### config.mk
export PLATFORM = sky130hd
export DESIGN_NAME = xm_mem_arbiter_flat
export DESIGN_NICKNAME = d
export VERILOG_FILES = /design/src/rtl/xm_pkg.sv /design/src/rtl/xm_mem_arbiter_if.sv /design/src/rtl/xm_mem_req_slot.sv /design/src/rtl/xm_mem_arbiter.sv /design/src/flat_wrapper.sv
export SDC_FILE = /design/constraint.sdc
export NUM_CORES = 1
export LEC_CHECK = 0
export ABC_AREA = 0
export CORE_UTILIZATION = 43
export CTS_CLUSTER_SIZE = 20
export DETAILED_ROUTE_END_ITERATION = 16
export GPL_ROUTABILITY_DRIVEN = 0
export PLACE_DENSITY = 0.81
export SLEW_MARGIN = 20
export SYNTH_ARGS = -nofsm -noshare
export SYNTH_HDL_FRONTEND = slang
export SYNTH_SLANG_ARGS = --single-unit
### constraint.sdc
create_clock -name clk_i -period 6.1 [get_ports clk_i]
set_input_delay 1.22 -clock clk_i [delete_from_list [all_inputs] [get_ports clk_i]]
set_output_delay 1.22 -clock clk_i [all_outputs]
set_load 0.05 [all_outputs]
### src/rtl/xm_pkg.sv
// Shared definitions for the memory-port arbiter: FSM states, requester IDs,
// access direction encoding and byte-lane patterns.
package xm_pkg;

    // Arbiter sequencing states
    typedef enum logic [1:0] {
        IDLE   = 2'd0,
        ACCESS = 2'd1,
        DONE   = 2'd2
    } arb_state_t;

    // Requester identifiers (also the encoding of the grant / lastGrant regs)
    localparam logic REQ_CPU = 1'b0;
    localparam logic REQ_DMA = 1'b1;

    // Access direction
    localparam logic MEM_RD = 1'b0;
    localparam logic MEM_WR = 1'b1;

    // Byte-lane enables, bit 0 = low byte, bit 1 = high byte
    localparam logic [1:0] LANE_LO   = 2'b01;
    localparam logic [1:0] LANE_HI   = 2'b10;
    localparam logic [1:0] LANE_WORD = 2'b11;

    // Lane pattern for an access: word ops use both lanes, byte ops pick the
    // lane addressed by bit 0 of the byte address.
    function automatic logic [1:0] lane_sel(input logic byte_op, input logic a0);
        if (!byte_op)
            return LANE_WORD;
        return a0 ? LANE_HI : LANE_LO;
    endfunction

endpackage

### src/rtl/xm_mem_arbiter_if.sv
// Bundle of requester-side and memory-side signals of the arbiter.
// slave  = the arbiter's view (takes requests, drives memory strobes)
// master = the environment's view (requesters plus the memory itself)
interface xm_mem_arbiter_if #(
    parameter int WORD = 16,
    parameter int ADR  = 16
);
    // CPU controller requester
    logic            cpuEn_i;
    logic            cpuRW_i;
    logic            cpuByte_i;
    logic [ADR-1:0]  cpuAdr_i;
    logic [WORD-1:0] cpuData_i;
    logic [WORD-1:0] cpuData_o;
    logic            cpuBusy_o;

    // Secondary (DMA / debug) requester
    logic            dmaEn_i;
    logic            dmaRW_i;
    logic            dmaByte_i;
    logic [ADR-1:0]  dmaAdr_i;
    logic [WORD-1:0] dmaData_i;
    logic [WORD-1:0] dmaData_o;
    logic            dmaBusy_o;

    // Memory port
    logic            ramEn_o;
    logic            ramWr_o;
    logic [1:0]      ramLane_o;
    logic [ADR-1:0]  ramAdr_o;
    logic [WORD-1:0] ramData_o;
    logic [WORD-1:0] ramData_i;

    modport slave (
        input  cpuEn_i, cpuRW_i, cpuByte_i, cpuAdr_i, cpuData_i,
        output cpuData_o, cpuBusy_o,
        input  dmaEn_i, dmaRW_i, dmaByte_i, dmaAdr_i, dmaData_i,
        output dmaData_o, dmaBusy_o,
        output ramEn_o, ramWr_o, ramLane_o, ramAdr_o, ramData_o,
        input  ramData_i
    );

    modport master (
        output cpuEn_i, cpuRW_i, cpuByte_i, cpuAdr_i, cpuData_i,
        input  cpuData_o, cpuBusy_o,
        output dmaEn_i, dmaRW_i, dmaByte_i, dmaAdr_i, dmaData_i,
        input  dmaData_o, dmaBusy_o,
        input  ramEn_o, ramWr_o, ramLane_o, ramAdr_o, ramData_o,
        output ramData_i
    );

endinterface

### src/rtl/xm_mem_req_slot.sv
// One-deep request slot for a single requester. A request pulse is taken only
// while the slot is empty; the slot then stays occupied (busy) until the
// arbiter signals completion with clr.
module xm_mem_req_slot #(
    parameter int WORD = 16,
    parameter int ADR  = 16
) (
    input  logic            clk,
    input  logic            rst,
    input  logic            en,
    input  logic            rw,
    input  logic            byte_op,
    input  logic [ADR-1:0]  adr,
    input  logic [WORD-1:0] data,
    input  logic            clr,
    output logic            busy,
    output logic            rw_q,
    output logic            byte_q,
    output logic [ADR-1:0]  adr_q,
    output logic [WORD-1:0] data_q
);

    // Latch a request into an empty slot; release the slot on completion.
    // clr only arrives while busy, so it never races with an accept.
    always_ff @(posedge clk or posedge rst) begin
        if (rst) begin
            busy   <= 1'b0;
            rw_q   <= 1'b0;
            byte_q <= 1'b0;
            adr_q  <= '0;
            data_q <= '0;
        end else if (clr) begin
            busy <= 1'b0;
        end else if (en && !busy) begin
            busy   <= 1'b1;
            rw_q   <= rw;
            byte_q <= byte_op;
            adr_q  <= adr;
            data_q <= data;
        end
    end

endmodule

### src/rtl/xm_mem_arbiter.sv
// Round-robin arbiter sharing one fixed-latency memory port between the CPU
// controller and a DMA/debug requester. Each requester owns a one-deep slot;
// the FSM grants a pending slot, holds the memory strobes for WAIT+1 cycles,
// returns read data (byte-extracted for byte reads) and releases the slot.
module xm_mem_arbiter
    import xm_pkg::*;
#(
    parameter int WORD = 16,
    parameter int ADR  = 16,
    parameter int WAIT = 2
) (
    input  logic              clk_i,
    input  logic              arst_i,
    xm_mem_arbiter_if.slave   bus
);

    localparam logic [3:0] WAIT_CNT = 4'(WAIT);

    // Slot contents
    logic            cpu_busy, cpu_rw, cpu_byte;
    logic [ADR-1:0]  cpu_adr;
    logic [WORD-1:0] cpu_wdata;
    logic            dma_busy, dma_rw, dma_byte;
    logic [ADR-1:0]  dma_adr;
    logic [WORD-1:0] dma_wdata;
    logic            cpu_clr, dma_clr;

    // Arbiter state
    arb_state_t      state;
    logic [3:0]      cnt;
    logic            gnt;
    logic            last_gnt;

    // Registered outputs
    logic            ram_en, ram_wr;
    logic [1:0]      ram_lane;
    logic [ADR-1:0]  ram_adr;
    logic [WORD-1:0] ram_wdata;
    logic [WORD-1:0] cpu_rdata, dma_rdata;

    // Grant selection and request mux
    logic            any_pend;
    logic            nxt_gnt;
    logic            sel_rw, sel_byte;
    logic [ADR-1:0]  sel_adr;
    logic [WORD-1:0] sel_data;
    logic            cur_rw, cur_byte, cur_a0;
    logic [WORD-1:0] rd_word;

    xm_mem_req_slot #(.WORD(WORD), .ADR(ADR)) u_cpu_slot (
        .clk     (clk_i),
        .rst     (arst_i),
        .en      (bus.cpuEn_i),
        .rw      (bus.cpuRW_i),
        .byte_op (bus.cpuByte_i),
        .adr     (bus.cpuAdr_i),
        .data    (bus.cpuData_i),
        .clr     (cpu_clr),
        .busy    (cpu_busy),
        .rw_q    (cpu_rw),
        .byte_q  (cpu_byte),
        .adr_q   (cpu_adr),
        .data_q  (cpu_wdata)
    );

    xm_mem_req_slot #(.WORD(WORD), .ADR(ADR)) u_dma_slot (
        .clk     (clk_i),
        .rst     (arst_i),
        .en      (bus.dmaEn_i),
        .rw      (bus.dmaRW_i),
        .byte_op (bus.dmaByte_i),
        .adr     (bus.dmaAdr_i),
        .data    (bus.dmaData_i),
        .clr     (dma_clr),
        .busy    (dma_busy),
        .rw_q    (dma_rw),
        .byte_q  (dma_byte),
        .adr_q   (dma_adr),
        .data_q  (dma_wdata)
    );

    // Pick the next grant: on contention the requester not served last wins.
    always_comb begin
        any_pend = cpu_busy | dma_busy;
        if (cpu_busy && dma_busy)
            nxt_gnt = (last_gnt == REQ_CPU) ? REQ_DMA : REQ_CPU;
        else
            nxt_gnt = cpu_busy ? REQ_CPU : REQ_DMA;
    end

    // Steer the chosen slot onto the launch path, and the granted slot onto
    // the read-return path. Slot contents stay stable until release.
    always_comb begin
        sel_rw   = (nxt_gnt == REQ_CPU) ? cpu_rw    : dma_rw;
        sel_byte = (nxt_gnt == REQ_CPU) ? cpu_byte  : dma_byte;
        sel_adr  = (nxt_gnt == REQ_CPU) ? cpu_adr   : dma_adr;
        sel_data = (nxt_gnt == REQ_CPU) ? cpu_wdata : dma_wdata;
        cur_rw   = (gnt == REQ_CPU) ? cpu_rw   : dma_rw;
        cur_byte = (gnt == REQ_CPU) ? cpu_byte : dma_byte;
        cur_a0   = (gnt == REQ_CPU) ? cpu_adr[0] : dma_adr[0];
        if (cur_byte)
            rd_word = {{(WORD-8){1'b0}}, (cur_a0 ? bus.ramData_i[15:8] : bus.ramData_i[7:0])};
        else
            rd_word = bus.ramData_i;
    end

    // Release the granted slot during DONE
    assign cpu_clr = (state == DONE) && (gnt == REQ_CPU);
    assign dma_clr = (state == DONE) && (gnt == REQ_DMA);

    // Access sequencer: IDLE -> ACCESS (WAIT+1 cycles) -> DONE -> IDLE
    always_ff @(posedge clk_i or posedge arst_i) begin
        if (arst_i) begin
            state     <= IDLE;
            cnt       <= '0;
            gnt       <= REQ_CPU;
            last_gnt  <= REQ_DMA;
            ram_en    <= 1'b0;
            ram_wr    <= 1'b0;
            ram_lane  <= '0;
            ram_adr   <= '0;
            ram_wdata <= '0;
            cpu_rdata <= '0;
            dma_rdata <= '0;
        end else begin
            case (state)
                IDLE: begin
                    if (any_pend) begin
                        gnt      <= nxt_gnt;
                        cnt      <= WAIT_CNT;
                        state    <= ACCESS;
                        ram_en   <= 1'b1;
                        ram_wr   <= (sel_rw == MEM_WR);
                        ram_lane <= lane_sel(sel_byte, sel_adr[0]);
                        ram_adr  <= {sel_adr[ADR-1:1], 1'b0};
                        // Byte writes replicate the low byte onto both halves
                        ram_wdata <= sel_byte ? {(WORD/8){sel_data[7:0]}} : sel_data;
                    end
                end
                ACCESS: begin
                    if (cnt == 4'd0) begin
                        state    <= DONE;
                        ram_en   <= 1'b0;
                        ram_wr   <= 1'b0;
                        ram_lane <= '0;
                        if (cur_rw == MEM_RD) begin
                            if (gnt == REQ_CPU)
                                cpu_rdata <= rd_word;
                            else
                                dma_rdata <= rd_word;
                        end
                    end else begin
                        cnt <= cnt - 4'd1;
                    end
                end
                DONE: begin
                    last_gnt <= gnt;
                    state    <= IDLE;
                end
                default: state <= IDLE;
            endcase
        end
    end

    assign bus.cpuBusy_o = cpu_busy;
    assign bus.dmaBusy_o = dma_busy;
    assign bus.cpuData_o = cpu_rdata;
    assign bus.dmaData_o = dma_rdata;
    assign bus.ramEn_o   = ram_en;
    assign bus.ramWr_o   = ram_wr;
    assign bus.ramLane_o = ram_lane;
    assign bus.ramAdr_o  = ram_adr;
    assign bus.ramData_o = ram_wdata;

endmodule

### src/flat_wrapper.sv
// flat-port wrapper written by rule: the top's interface ports become plain ports
module xm_mem_arbiter_flat import xm_pkg::*;
#(
    parameter int WORD = 16,
    parameter int ADR  = 16,
    parameter int WAIT = 2
)
  (clk_i, arst_i, bus_cpuEn_i, bus_cpuRW_i, bus_cpuByte_i, bus_cpuAdr_i, bus_cpuData_i, bus_cpuData_o, bus_cpuBusy_o, bus_dmaEn_i, bus_dmaRW_i, bus_dmaByte_i, bus_dmaAdr_i, bus_dmaData_i, bus_dmaData_o, bus_dmaBusy_o, bus_ramEn_o, bus_ramWr_o, bus_ramLane_o, bus_ramAdr_o, bus_ramData_o, bus_ramData_i);
  xm_mem_arbiter_if #(.WORD(WORD), .ADR(ADR)) bus_i ();
  input  logic clk_i;
  input  logic arst_i;
  input wire logic [$bits(bus_i.cpuEn_i)-1:0] bus_cpuEn_i;
  input wire logic [$bits(bus_i.cpuRW_i)-1:0] bus_cpuRW_i;
  input wire logic [$bits(bus_i.cpuByte_i)-1:0] bus_cpuByte_i;
  input wire logic [$bits(bus_i.cpuAdr_i)-1:0] bus_cpuAdr_i;
  input wire logic [$bits(bus_i.cpuData_i)-1:0] bus_cpuData_i;
  output wire logic [$bits(bus_i.cpuData_o)-1:0] bus_cpuData_o;
  output wire logic [$bits(bus_i.cpuBusy_o)-1:0] bus_cpuBusy_o;
  input wire logic [$bits(bus_i.dmaEn_i)-1:0] bus_dmaEn_i;
  input wire logic [$bits(bus_i.dmaRW_i)-1:0] bus_dmaRW_i;
  input wire logic [$bits(bus_i.dmaByte_i)-1:0] bus_dmaByte_i;
  input wire logic [$bits(bus_i.dmaAdr_i)-1:0] bus_dmaAdr_i;
  input wire logic [$bits(bus_i.dmaData_i)-1:0] bus_dmaData_i;
  output wire logic [$bits(bus_i.dmaData_o)-1:0] bus_dmaData_o;
  output wire logic [$bits(bus_i.dmaBusy_o)-1:0] bus_dmaBusy_o;
  output wire logic [$bits(bus_i.ramEn_o)-1:0] bus_ramEn_o;
  output wire logic [$bits(bus_i.ramWr_o)-1:0] bus_ramWr_o;
  output wire logic [$bits(bus_i.ramLane_o)-1:0] bus_ramLane_o;
  output wire logic [$bits(bus_i.ramAdr_o)-1:0] bus_ramAdr_o;
  output wire logic [$bits(bus_i.ramData_o)-1:0] bus_ramData_o;
  input wire logic [$bits(bus_i.ramData_i)-1:0] bus_ramData_i;
  assign bus_i.cpuEn_i = bus_cpuEn_i;
  assign bus_i.cpuRW_i = bus_cpuRW_i;
  assign bus_i.cpuByte_i = bus_cpuByte_i;
  assign bus_i.cpuAdr_i = bus_cpuAdr_i;
  assign bus_i.cpuData_i = bus_cpuData_i;
  assign bus_cpuData_o = bus_i.cpuData_o;
  assign bus_cpuBusy_o = bus_i.cpuBusy_o;
  assign bus_i.dmaEn_i = bus_dmaEn_i;
  assign bus_i.dmaRW_i = bus_dmaRW_i;
  assign bus_i.dmaByte_i = bus_dmaByte_i;
  assign bus_i.dmaAdr_i = bus_dmaAdr_i;
  assign bus_i.dmaData_i = bus_dmaData_i;
  assign bus_dmaData_o = bus_i.dmaData_o;
  assign bus_dmaBusy_o = bus_i.dmaBusy_o;
  assign bus_ramEn_o = bus_i.ramEn_o;
  assign bus_ramWr_o = bus_i.ramWr_o;
  assign bus_ramLane_o = bus_i.ramLane_o;
  assign bus_ramAdr_o = bus_i.ramAdr_o;
  assign bus_ramData_o = bus_i.ramData_o;
  assign bus_i.ramData_i = bus_ramData_i;
  xm_mem_arbiter #(.WORD(WORD), .ADR(ADR), .WAIT(WAIT)) u_core (.clk_i(clk_i), .arst_i(arst_i), .bus(bus_i));
endmodule
=== Word-level counts from Yosys, hierarchy flattened ===
Cells that the tools add are included.

* Bits in registers: 145
* Output and inout bits: 70

* Add/subtract/negate cells: 1
* Equality and inequality tests: 5
* Muxes and demuxes: 37
* Bitwise logic cells: 5
* Reduce and logical (&&, ||, !) cells: 20

{| class="wikitable"
|+ Operators by type and width
! operator !! count
|-
| two-way mux 16 bit || 4
|-
| two-way mux 1 bit || 18
|-
| two-way mux 2 bit || 7
|-
| two-way mux 4 bit || 2
|-
| two-way mux 8 bit || 1
|-
| case mux 2 bit (2 select lines) || 2
|-
| case mux 4 bit (2 select lines) || 1
|-
| AND reduction 2 bit || 4
|-
| AND reduction 4 bit || 2
|-
| AND reduction 3 bit || 2
|-
| nonzero test 2 bit || 3
|-
| logical AND 1 bit || 5
|-
| zero test 4 bit || 1
|-
| inequality test 2 x 1 -> 1 bit (second input constant) || 2
|-
| NOT 1 bit || 4
|-
| case mux 1 bit (2 select lines) || 2
|-
| subtractor 4 x 1 -> 4 bit (second input constant) || 1
|-
| == test 2 x 1 -> 1 bit (second input constant) || 1
|-
| == test 2 bit (second input constant) || 1
|-
| zero test 1 bit || 2
|-
| zero test 2 bit || 1
|-
| inequality test 2 bit (second input constant) || 1
|-
| OR 1 bit || 1
|}

=== Depth between registers and ports, before layout ===
Gate-level depths: netlist of the first run.

* Word-level depth: 9
* Gate-level depth with buffers: 7
* Gate-level depth less buffers: 6

=== Hierarchy ===
Synthesis of the first run repeated with hierarchy kept, for this count alone.

* Cell total of the unflattened synthesis: 535
* Area total of the unflattened synthesis: 6,165.9 um^2

{| class="wikitable"
|+ By module, submodules not included
! module !! times used !! cells an instance !! area an instance (um^2)
|-
| xm_mem_arbiter || 1 || 383 || 3,520.9
|-
| xm_mem_req_slot || 2 || 76 || 1,322.5
|}

=== Worst setup path after synthesis of the first run ===
OpenSTA, ideal clock, no wires.

* Path type: input to register
* Start: in bus_cpuEn_i
* End: reg u_core.u_cpu_slot.adr_q[10]
* Arrival: 2,058 ps
* Data required time: 5,975 ps
* Path slack: 3,917 ps
* Cell stages on the path: 3
* Path buffers: 1
* Cell sequence: nor3b_4 > buf_6 > mux2_2

* Longest elaborated chain between the ends: 2

{| class="wikitable"
|+ Ends and longest elaborated chain
! element !! RTL line !! RTL
|-
| from (decl) || flat_wrapper.sv:12 || <nowiki>input wire logic [$bits(bus_i.cpuEn_i)-1:0] bus_cpuEn_i;</nowiki>
|-
| logical AND 1 bit || xm_mem_req_slot.sv:34 || <nowiki>end else if (en && !busy) begin</nowiki>
|-
| AND reduction 2 bit (no line) || n/a ||
|-
| to (signal assigned) || xm_mem_req_slot.sv:38 || <nowiki>adr_q <= adr;</nowiki>
|-
| to (decl) || xm_mem_req_slot.sv:19 || <nowiki>output logic [ADR-1:0] adr_q,</nowiki>
|}

Every way passes these cells.
A chain may end at the register's enable or synchronous reset.

=== Worst setup path after layout of the first run ===
* Start: reg u_core.u_cpu_slot.busy
* End: out bus_cpuBusy_o

{| class="wikitable"
|+ RTL lines
! element !! RTL line !! RTL
|-
| from (decl) || xm_mem_req_slot.sv:16 || <nowiki>output logic busy,</nowiki>
|-
| from (signal assigned) || xm_mem_req_slot.sv:27 || <nowiki>busy <= 1'b0;</nowiki>
|-
| from (signal assigned) || xm_mem_req_slot.sv:33 || <nowiki>busy <= 1'b0;</nowiki>
|-
| from (signal assigned) || xm_mem_req_slot.sv:35 || <nowiki>busy <= 1'b1;</nowiki>
|-
| to (decl) || flat_wrapper.sv:18 || <nowiki>output wire logic [$bits(bus_i.cpuBusy_o)-1:0] bus_cpuBusy_o;</nowiki>
|}

No word-level cell between the ends.

==> impl_metrics.env, run 1 <==
export IMPL_synth_area_leaders="sky130_fd_sc_hd__dfrtp_1 (59%), sky130_fd_sc_hd__mux2_2 (12%), sky130_fd_sc_hd__nand2_1 (6.5%)"
export IMPL_antenna_diode_count=0
export IMPL_synth_distinct_cells=38
export IMPL_setup_worst_path_start_class="flip-flop"
export IMPL_min_to="u_core.last_gnt"
export IMPL_number_of_nets_in_the_final_layout=770
export IMPL_drcViolationCount=0
export IMPL_report_power_total_w=0.00525
export IMPL_timing_final_hold_violations=0
export IMPL_timing_reg2reg_setup_slack_ns=3.88
export IMPL_worstHoldPathCells=2
export IMPL_synth_async_reset_ratio_pct=100
export IMPL_aggregate_negative_setup_slack_ns=0
export IMPL_post_route_worst_setup_slack_ns=3.04
export IMPL_achievable_frequency_ghz=0.327
export IMPL_portBuffers=156
export IMPL_cpMaxStageDelayCell="sky130_fd_sc_hd__clkdlybuf4s50_1"
export IMPL_worstPathCellList="clkdlybuf4s50_1"
export IMPL_clkSlewWorstSetupHoldPaths_ns=0.06
export IMPL_firstDrtPassIters=4
export IMPL_post_cts_buffers=0
export IMPL_core_rowCount=43
export IMPL_dominantRegCellSynth="sky130_fd_sc_hd__dfrtp_1"
export IMPL_irDropWorstVdd_uv=328
export IMPL_yosys_warnings=0
export IMPL_clk_insertion_delay_late_ns=0.41
export IMPL_worst_r2r_path_depth=7
export IMPL_cts_inserted_buffers=17
export IMPL_rsz0062_at_grt="no"
export IMPL_min_delay_start="u_core.last_gnt"
export IMPL_top_level_ports=158
export IMPL_grt_start_max_net_pins=104
export IMPL_synth_seq_cells=145
export IMPL_synthCells=533
export IMPL_holdCritPathClass="flip-flop to flip-flop"
export IMPL_r2r_start="u_core.cnt[0]"
export IMPL_max_slew_margin_rel_pct=34.1
export IMPL_detailedPlacementHpwl_um=10400
export IMPL_synth_top_cell_area_share_pct=59.0
export IMPL_dr_total_vias=4560
export IMPL_avgSynthCellArea_sq_um=11.5
export IMPL_post_route_cells_drive_above_1_share_pct=15.9
export IMPL_critical_path_reg2reg_endpoint="u_core.bus.dmaData_o[11]"
export IMPL_cp_data_arrival_time_ns=1.84
export IMPL_gr_usage_all_layers_pct=21.6
export IMPL_globalRouteOverflowTotal=0
export IMPL_timing_final_setup_violations=0
export IMPL_wire_length_of_the_first_global_routing_pass_um=23800
export IMPL_tightestPinTransition_ns=0.961
export IMPL_die_w_um=121
export IMPL_report_final_slew_viol_count=0
export IMPL_critical_path_endpoint_type="output pin"
export IMPL_initial_utilization_pct=44.0
export IMPL_detail_route_wl_per_cell_um=17.0
export IMPL_synth_top_area_cell="sky130_fd_sc_hd__dfrtp_1"
export IMPL_static_leakage_power_nw=3.68
export IMPL_drv_max_cap_violation_count=0
export IMPL_fin_crit_sh_pct=50.1
export IMPL_run_status="completed"
export IMPL_cp_num_buf_inv=1
export IMPL_critical_path_start_end_classification="flip-flop to output pin"
export IMPL_synthesis_area_sq_mm=0.00611
export IMPL_cp_slowest_stage_delay_ns=0.88
export IMPL_routed_wirelength_um=14800
export IMPL_floorplan_die_area_sq_mm=0.0147
export IMPL_number_of_nets_still_failing_antenna_checks_after_routing=0
export IMPL_chipHeight_um=121
export IMPL_post_place_ws_ns=2.95
export IMPL_viasPerCell=5.24
export IMPL_synth_enable_flop_cells=0
export IMPL_antenna_violations_before_repair=0
export IMPL_finalCriticalPeriod_ns=3.06
export IMPL_area_of_the_core_region_sq_mm=0.0139
export IMPL_post_cts_resized=0
export IMPL_drtIter0Drc=271
export IMPL_clockBufferDepth=2
export IMPL_finalHoldWorstSlack_ns=0.466
export IMPL_critPathMaxFanout=7
export IMPL_cts_hold_buffers=0
export IMPL_first_global_vias=4576
export IMPL_synth_net_count=623
export IMPL_worst_ep_required_time_ns=4.88
export IMPL_synth_seq_area_share_pct=59.4
export IMPL_skew_ns=0.00711
export IMPL_area_growth_syn_to_layout_pct=37.2
export IMPL_htree_num_levels=4
export IMPL_sink_count=145
export IMPL_crit_family="buffers and inverters"
export IMPL_cellPowerDensity_mw_per_mm2=626
export IMPL_cts_tree="built"
export IMPL_cts_root_buf="sky130_fd_sc_hd__clkbuf_16"
==> metrics by stage <==
stage,instance area (sq um),utilization [%],instances
detailed placement,7770,56.0,840
floorplan,6110,-,533
CTS,8360,60.2,870
global placement,7770,56.0,840
global route,8380,60.4,871
finish,8380,60.4,871
==> cell usage after synthesis, types with 2 or more instances <==
master                     instances
sky130_fd_sc_hd__a211oi_1         16
sky130_fd_sc_hd__o32ai_1           2
sky130_fd_sc_hd__nand3_1           3
sky130_fd_sc_hd__o31ai_1           8
sky130_fd_sc_hd__clkbuf_1         15
sky130_fd_sc_hd__nand2b_1          2
sky130_fd_sc_hd__o21ai_0          34
sky130_fd_sc_hd__and2_1            2
sky130_fd_sc_hd__mux2_1            2
sky130_fd_sc_hd__buf_2            13
sky130_fd_sc_hd__nor2_1           32
sky130_fd_sc_hd__inv_1             4
sky130_fd_sc_hd__mux2_2           66
sky130_fd_sc_hd__mux2i_1          19
sky130_fd_sc_hd__nor3b_1           3
sky130_fd_sc_hd__dfrtp_1         144
sky130_fd_sc_hd__ha_1              2
sky130_fd_sc_hd__nor2b_1          16
sky130_fd_sc_hd__a31oi_1          23
sky130_fd_sc_hd__nand2_1         106
sky130_fd_sc_hd__o21a_1            2
sky130_fd_sc_hd__buf_6             3
==> report_power, final <==
part           total [W]  internal (W)  switching [W]
logic            0.00245      0.000917        0.00153
registers        0.00176       0.00144       0.000323
clock network    0.00104      0.000656       0.000379
total            0.00525       0.00302        0.00224
==> cell type report <==
class	instances	area (sq um)
clock buffer	19	453
clock inverter	11	139
fill	1100	5500
inverter	4	20.0
multi-input combinational	351	2310
sequential	145	3630
tap	180	225
timing repair buffer	161	1600
==> flip-flops by register name (all words and copies together), names as in the netlist, 2 cells and up <==
signal / cells
u_core.bus.ramData_o: 16
u_core.u_cpu_slot.data_q: 16
u_core.bus.ramAdr_o: 15
u_core.state: 2
u_core.u_dma_slot.data_q: 16
u_core.u_dma_slot.adr_q: 16
u_core.bus.cpuData_o: 16
u_core.bus.dmaData_o: 16
u_core.u_cpu_slot.adr_q: 16
u_core.bus.ramLane_o: 2
u_core.cnt: 4
==> worst max path at each step <==
| stage | start | to | slack [ns] | cells past startpoint |
|---|---|---|---|---|
| after floorplan | arst_i | u_core.bus.cpuData_o[0] | 0.99 | 1 |
| after global placement | bus_dmaEn_i | u_core.u_dma_slot.data_q[9] | 3.04 | 3 |
| after detailed placement | bus_dmaEn_i | u_core.u_dma_slot.adr_q[14] | 2.95 | 3 |
| after CTS | u_core.u_cpu_slot.busy | bus_cpuBusy_o | 3.06 | 1 |
| after global routing | u_core.u_cpu_slot.busy | bus_cpuBusy_o | 2.97 | 1 |
| final | u_core.u_cpu_slot.busy | bus_cpuBusy_o | 3.04 | 1 |
==> cell usage in the layout, fill, tap and decap left out, types with 3 or more instances in the layout <==
cell / netlist / routed
sky130_fd_sc_hd__nor2_1: 32 / 32
sky130_fd_sc_hd__a31oi_1: 23 / 23
sky130_fd_sc_hd__clkbuf_16: 0 / 17
sky130_fd_sc_hd__inv_1: 4 / 3
sky130_fd_sc_hd__buf_4: 1 / 4
sky130_fd_sc_hd__mux2_2: 66 / 66
sky130_fd_sc_hd__nor2b_1: 16 / 16
sky130_fd_sc_hd__nor3b_1: 3 / 3
sky130_fd_sc_hd__nand2_1: 106 / 106
sky130_fd_sc_hd__bufinv_16: 0 / 3
sky130_fd_sc_hd__o31ai_1: 8 / 8
sky130_fd_sc_hd__o21ai_0: 34 / 34
sky130_fd_sc_hd__clkinv_2: 0 / 5
sky130_fd_sc_hd__dfrtp_1: 144 / 144
sky130_fd_sc_hd__clkdlybuf4s50_1: 0 / 156
sky130_fd_sc_hd__mux2i_1: 19 / 19
sky130_fd_sc_hd__a211oi_1: 16 / 16
==> cells by family (layout without fill, tap and decap cells) <==
group	after synthesis	after routing	share of synthesized area, %
AOI/OAI and AO/OA	89	89	9.07
other	1	1	0.0614
DFF	145	145	59.4
xor gates and xnor gates	1	1	0.143
buffers and inverters	37	195	2.97
and+or+nand+nor	171	171	12.3
muxes	87	87	15.6
adders and majority gates	2	2	0.409
==> metal layers <==
layer	share of wire [%]	routed length (um)	vias to the layer above	global-route usage [%]
met5	0	0	-	0
met1	44	6530	2255	27.7
met3	7.6	1120	16	6.95
met4	1.5	216	0	8.56
li1	-	-	2129	-
met2	47	6960	160	33.7
Note: power is estimated with default switching activity, not from simulation.
==> inputs of run 2 (changes only) <==
clock period = 2.9 ns   (was 6.1 ns; I/O delays follow)
==> run 2 against run 1 <==
  * Utilization up 0.54 points
  * Register-to-register slack worse by 2.9 ns
  * Sequential share of layout area down 0.38 points
  * Global-route usage up 0.095 points
  * Final area up 0.90%
  * Wire length up 0.76%
  * Final cell count up 0.92%
  * Count of clock-buffer cells in the layout up 4
  * Worst setup slack worse by 2.5 ns
  * Via count up 0.88%
  * Total power up 110%
  * Combinational power up 110%
  * Largest cell class unchanged
==> impl_metrics.env, run 2 (synthesis results as in run 1) <==
export IMPL_most_frequent_cells_in_the_layout="sky130_fd_sc_hd__clkdlybuf4s50_1 (156), sky130_fd_sc_hd__dfrtp_1 (144), sky130_fd_sc_hd__nand2_1 (106), sky130_fd_sc_hd__mux2_2 (66), sky130_fd_sc_hd__o21ai_0 (34)"
export IMPL_dr_total_vias=4600
export IMPL_timing_final_hold_violations=0
export IMPL_achievable_frequency_ghz=0.419
export IMPL_report_final_slew_viol_count=0
export IMPL_area_of_the_core_region_sq_mm=0.0139
export IMPL_aggregate_negative_setup_slack_ns=0
export IMPL_cpMaxStageDelayCell="sky130_fd_sc_hd__clkdlybuf4s50_1"
export IMPL_total_switching_power_w=0.00470
export IMPL_cellInternalPower_w=0.00637
export IMPL_cts_root_buf="sky130_fd_sc_hd__clkbuf_16"
export IMPL_irDropWorstVdd_uv=635
export IMPL_detailedPlacementHpwl_um=10400
export IMPL_worst_r2r_path_depth=3
export IMPL_sequential_group_share_of_total_power_pct=33.5
export IMPL_antenna_violations_before_repair=1
export IMPL_number_of_nets_in_the_final_layout=776
export IMPL_crit_family="buffers and inverters"
export IMPL_firstDrtPassIters=5
export IMPL_post_route_cells_drive_above_1_share_pct=16.6
export IMPL_post_cts_resized=0
export IMPL_critical_path_reg2reg_endpoint="u_core.bus.dmaData_o[9]"
export IMPL_area_growth_syn_to_layout_pct=38.4
export IMPL_sink_count=145
export IMPL_critPathMaxFanout=7
export IMPL_switching_share_pct=42.5
export IMPL_floorplan_die_area_sq_mm=0.0147
export IMPL_fin_area_sq_mm=0.00846
export IMPL_chipHeight_um=121
export IMPL_cts_tree="built"
export IMPL_core_rowCount=43
export IMPL_run_status="completed"
export IMPL_grt_start_max_net_pins=146
export IMPL_post_cts_buffers=0
export IMPL_clockBufferDepth=2
export IMPL_viasPerCell=5.23
export IMPL_routed_wirelength_um=14900
export IMPL_placedInstanceArea_sq_mm=0.00786
export IMPL_cp_data_arrival_time_ns=1.81
export IMPL_timing_critical_path_depth=1
export IMPL_finalHoldWorstSlack_ns=0.475
export IMPL_holdCritPathClass="flip-flop to flip-flop"
export IMPL_wire_length_of_the_first_global_routing_pass_um=23900
export IMPL_drcViolationCount=0
export IMPL_initial_utilization_pct=44.0
export IMPL_clkSlewWorstSetupHoldPaths_ns=0.06
export IMPL_cts_hold_buffers=0
export IMPL_worst_ep_required_time_ns=2.32
export IMPL_die_w_um=121
export IMPL_cellPowerDensity_mw_per_mm2=1310
export IMPL_timing_final_setup_violations=0
export IMPL_area_taken_by_flip_flops_and_latches_sq_mm=0.00363
export IMPL_first_global_vias=4689
export IMPL_clk_insertion_delay_late_ns=0.41
export IMPL_skew_ns=0.00812
export IMPL_worstPathCellList="clkdlybuf4s50_1"
export IMPL_critical_path_start_end_classification="flip-flop to output pin"
export IMPL_drtIter0Drc=202
export IMPL_max_slew_margin_rel_pct=36.1
export IMPL_gr_usage_all_layers_pct=21.7
export IMPL_cp_num_buf_inv=1
export IMPL_globalRouteOverflowTotal=0
export IMPL_layout_commonest_cell="sky130_fd_sc_hd__clkdlybuf4s50_1"
export IMPL_cp_slowest_stage_delay_ns=0.87
export IMPL_htree_num_levels=4
export IMPL_min_delay_start="u_core.last_gnt"
export IMPL_top_level_ports=158
export IMPL_worst_setup_path_startpoint="u_core.u_cpu_slot.busy"
export IMPL_tightestPinTransition_ns=0.932
export IMPL_r2r_start="u_core.u_dma_slot.byte_q"
export IMPL_timing_reg2reg_setup_slack_ns=0.96
export IMPL_final_fill_count=1088
export IMPL_antenna_diode_count=0
export IMPL_number_of_nets_still_failing_antenna_checks_after_routing=0
export IMPL_cts_inserted_buffers=17
export IMPL_fin_crit_sh_pct=82.4
export IMPL_cp_endpoint="bus_cpuBusy_o"
export IMPL_portBuffers=156
export IMPL_final_core_util_pct=60.9
export IMPL_setup_worst_path_start_class="flip-flop"
export IMPL_finalCriticalPeriod_ns=2.39
export IMPL_part_of_the_total_power_dissipated_in_the_clock_network_pct=19.6
export IMPL_rsz0062_at_grt="no"
export IMPL_critical_path_endpoint_type="output pin"
export IMPL_static_leakage_power_nw=3.72
export IMPL_multi_input_comb_area_sq_mm=0.00230
export IMPL_detail_route_wl_per_cell_um=17.0
export IMPL_p_comb_share_pct=46.9
export IMPL_drv_max_cap_violation_count=0
[run 2: area by class of cell]
class / instances / share of cell area [%]
Sequential cell: 145 / 42.9
Multi-Input combinational cell: 351 / 27.2
Timing Repair Buffer: 167 / 19.9
Clock buffer: 23 / 5.89
Tap cell: 180 / 2.66
Clock inverter: 9 / 1.23
Inverter: 4 / 0.222
[run 2: worst min-delay path by stage]
stage | to | slack, ns | cells after the start
after global routing | u_core.last_gnt | 0.49 | 2
after global placement | u_core.last_gnt | 0.45 | 2
after detailed placement | u_core.last_gnt | 0.46 | 2
final | u_core.last_gnt | 0.47 | 2
after CTS | u_core.last_gnt | 0.47 | 2
after floorplan | u_core.last_gnt | 0.44 | 2
[run 2: routing by layer]
layer  GRT usage (%)  vias up  part of all wire (%)
met4            8.26        2                   1.6
met5               0        -                 0.087
li1                -     2150                     -
met3            6.48       20                   8.0
met1            27.7     2260                    42
met2            34.5      168                    48
[run 2: power groups by stage]
stage	registers, W	logic (W)	clock network (W)
2_1_floorplan	0.00513	0.00205	0
3_3_place_gp	0.00366	0.00506	0
3_5_place_dp	0.00373	0.00520	0
4_1_cts	0.00371	0.00523	0.00221
5_1_grt	0.00385	0.00555	0.00231
6_report	0.00371	0.00519	0.00218
[run 2: metrics by stage]
step / instances / worst slack [ns] / total power [W]
after floorplan: 533 / 0.502 / 0.00718
after global placement: 847 / 0.657 / 0.00873
after detailed placement: 847 / 0.570 / 0.00893
after CTS: 879 / 0.503 / 0.0112
after global routing: 879 / 0.464 / 0.0117
final: 879 / 0.511 / 0.0111
==> inputs of run 3 (changes only) <==
clock period = 2.5 ns   (was 2.9 ns; I/O delays follow)
==> run 3 against run 2 <==
  * Via count increased by 1.5%
  * Non-clock buffer count increased by 5
  * Hold slack got worse by 0.13 ns
  * Utilization increased by 0.40 points
  * Worst setup slack got worse by 0.32 ns
  * Wire length increased by 2.1%
  * Clock power increased by 22%
  * Combinational power increased by 19%
  * Critical endpoint unchanged
  * Largest power group unchanged
  * Highest routed layer is now met4
==> impl_metrics.env, run 3 (synthesis results as in run 1) <==
export IMPL_run_status="completed"
export IMPL_tightestPinTransition_ns=0.805
export IMPL_finalCriticalPeriod_ns=2.31
export IMPL_post_cts_buffers=0
export IMPL_post_cts_resized=0
export IMPL_worstPathCellList="clkdlybuf4s50_1"
export IMPL_drcViolationCount=0
export IMPL_worst_ep_required_time_ns=2.00
export IMPL_cts_hold_buffers=0
export IMPL_area_growth_syn_to_layout_pct=39.3
export IMPL_rsz0062_at_grt="no"
export IMPL_switching_share_pct=42.3
export IMPL_worst_r2r_path_depth=7
export IMPL_first_global_vias=4871
export IMPL_achievable_frequency_ghz=0.433
export IMPL_most_frequent_cells_in_the_layout="sky130_fd_sc_hd__clkdlybuf4s50_1 (156), sky130_fd_sc_hd__dfrtp_1 (144), sky130_fd_sc_hd__nand2_1 (106), sky130_fd_sc_hd__mux2_2 (66), sky130_fd_sc_hd__o21ai_0 (34)"
export IMPL_post_route_worst_setup_slack_ns=0.188
export IMPL_timing_final_hold_violations=0
export IMPL_holdCritPathClass="input port to asynchronous set/reset pin"
export IMPL_drtIter0Drc=268
export IMPL_top_level_ports=158
export IMPL_total_switching_power_w=0.00553
export IMPL_detail_route_wl_per_cell_um=17.3
export IMPL_drv_max_cap_violation_count=0
export IMPL_cellInternalPower_w=0.00756
export IMPL_antenna_diode_count=0
export IMPL_antenna_violations_before_repair=0
export IMPL_part_of_the_total_power_dissipated_in_the_clock_network_pct=20.3
export IMPL_detailedPlacementHpwl_um=10800
export IMPL_crit_family="buffers and inverters"
export IMPL_cp_num_buf_inv=1
export IMPL_layout_commonest_cell="sky130_fd_sc_hd__clkdlybuf4s50_1"
export IMPL_htree_num_levels=4
export IMPL_floorplan_die_area_sq_mm=0.0147
export IMPL_skew_ns=0.00661
export IMPL_number_of_nets_in_the_final_layout=781
export IMPL_max_slew_margin_rel_pct=44.8
export IMPL_cts_tree="built"
export IMPL_cp_data_arrival_time_ns=1.81
export IMPL_number_of_nets_still_failing_antenna_checks_after_routing=0
export IMPL_fin_crit_sh_pct=92.5
export IMPL_post_place_ws_ns=0.506
export IMPL_firstDrtPassIters=5
export IMPL_cp_slowest_stage_delay_ns=0.89
export IMPL_final_fill_count=1085
export IMPL_dr_total_vias=4670
export IMPL_cts_inserted_buffers=17
export IMPL_report_final_slew_viol_count=0
export IMPL_timing_critical_path_depth=1
export IMPL_sink_count=145
export IMPL_clk_insertion_delay_late_ns=0.42
export IMPL_static_leakage_power_nw=3.75
export IMPL_clockBufferDepth=2
export IMPL_p_comb_share_pct=47.3
export IMPL_routed_wirelength_um=15200
export IMPL_cts_root_buf="sky130_fd_sc_hd__clkbuf_16"
export IMPL_cellPowerDensity_mw_per_mm2=1540
export IMPL_wire_length_of_the_first_global_routing_pass_um=24400
export IMPL_viasPerCell=5.29
export IMPL_area_of_the_core_region_sq_mm=0.0139
export IMPL_irDropWorstVdd_uv=863
export IMPL_globalRouteOverflowTotal=0
export IMPL_core_rowCount=43
export IMPL_critical_path_start_end_classification="flip-flop to output pin"
export IMPL_critical_path_endpoint_type="output pin"
export IMPL_post_route_cells_drive_above_1_share_pct=16.9
export IMPL_grt_start_max_net_pins=76
export IMPL_die_w_um=121
export IMPL_clkSlewWorstSetupHoldPaths_ns=0.06
export IMPL_setup_worst_path_start_class="flip-flop"
export IMPL_portBuffers=156
export IMPL_initial_utilization_pct=44.0
export IMPL_sequential_group_share_of_total_power_pct=32.4
export IMPL_timing_final_setup_violations=0
export IMPL_chipHeight_um=121
export IMPL_critPathMaxFanout=7
export IMPL_gr_usage_all_layers_pct=21.9
export IMPL_cpMaxStageDelayCell="sky130_fd_sc_hd__clkdlybuf4s50_1"
export IMPL_aggregate_negative_setup_slack_ns=0
==> run 3: layout make-up <==
| cell class | count | area (sq um) | share of cell area, % |
|---|---|---|---|
| Sequential cell | 145 | 3630 | 42.6 |
| Clock buffer | 21 | 460 | 5.41 |
| Timing Repair Buffer | 172 | 1720 | 20.2 |
| Tap cell | 180 | 225 | 2.65 |
| Inverter | 4 | 18.8 | 0.220 |
| Multi-Input combinational cell | 351 | 2300 | 27.0 |
| Clock inverter | 10 | 159 | 1.87 |
==> run 3: through the flow <==
| step | total power (W) | utilization [%] | area [sq um] | std cells | hold slack [ns] |
|---|---|---|---|---|---|
| 2_1_floorplan | 0.00832 | - | 6110 | 533 | 0.436 |
| 3_3_place_gp | 0.0102 | 56.9 | 7890 | 852 | 0.449 |
| 3_5_place_dp | 0.0104 | 56.9 | 7890 | 852 | 0.450 |
| 4_1_cts | 0.0132 | 61.3 | 8510 | 883 | 0.346 |
| 5_1_grt | 0.0138 | 61.3 | 8510 | 883 | 0.360 |
| 6_report | 0.0131 | 61.3 | 8510 | 883 | 0.341 |
==> run 3: worst paths after layout <==
path,slack (ns),end,from
worst max-delay path,0.19,bus_cpuBusy_o,u_core.u_cpu_slot.busy
worst min-delay path,0.34,u_core.u_cpu_slot.data_q[11],arst_i
worst max register to register,0.74,u_core.bus.dmaData_o[5],u_core.cnt[0]
worst min register to register,0.46,u_core.last_gnt,u_core.last_gnt
max in group asynchronous,1.47,u_core.last_gnt,arst_i
min in group clk_i,0.46,u_core.last_gnt,u_core.last_gnt
==> run 3: power groups by stage <==
stage	clock network, W	registers [W]	logic, W
after global placement	0	0.00418	0.00600
after CTS	0.00269	0.00424	0.00623
final	0.00266	0.00424	0.00619
after global routing	0.00280	0.00438	0.00663
after floorplan	0	0.00595	0.00237
after detailed placement	0	0.00426	0.00619
==> run 3: metal layers <==
| layer | routed length [um] | vias up | track usage, % |
|---|---|---|---|
| met5 | 0 | - | 0 |
| met4 | 182 | 0 | 7.18 |
| met3 | 1250 | 15 | 6.77 |
| met2 | 7550 | 193 | 36.7 |
| met1 | 6260 | 2311 | 26.7 |
| li1 | - | 2151 | - |
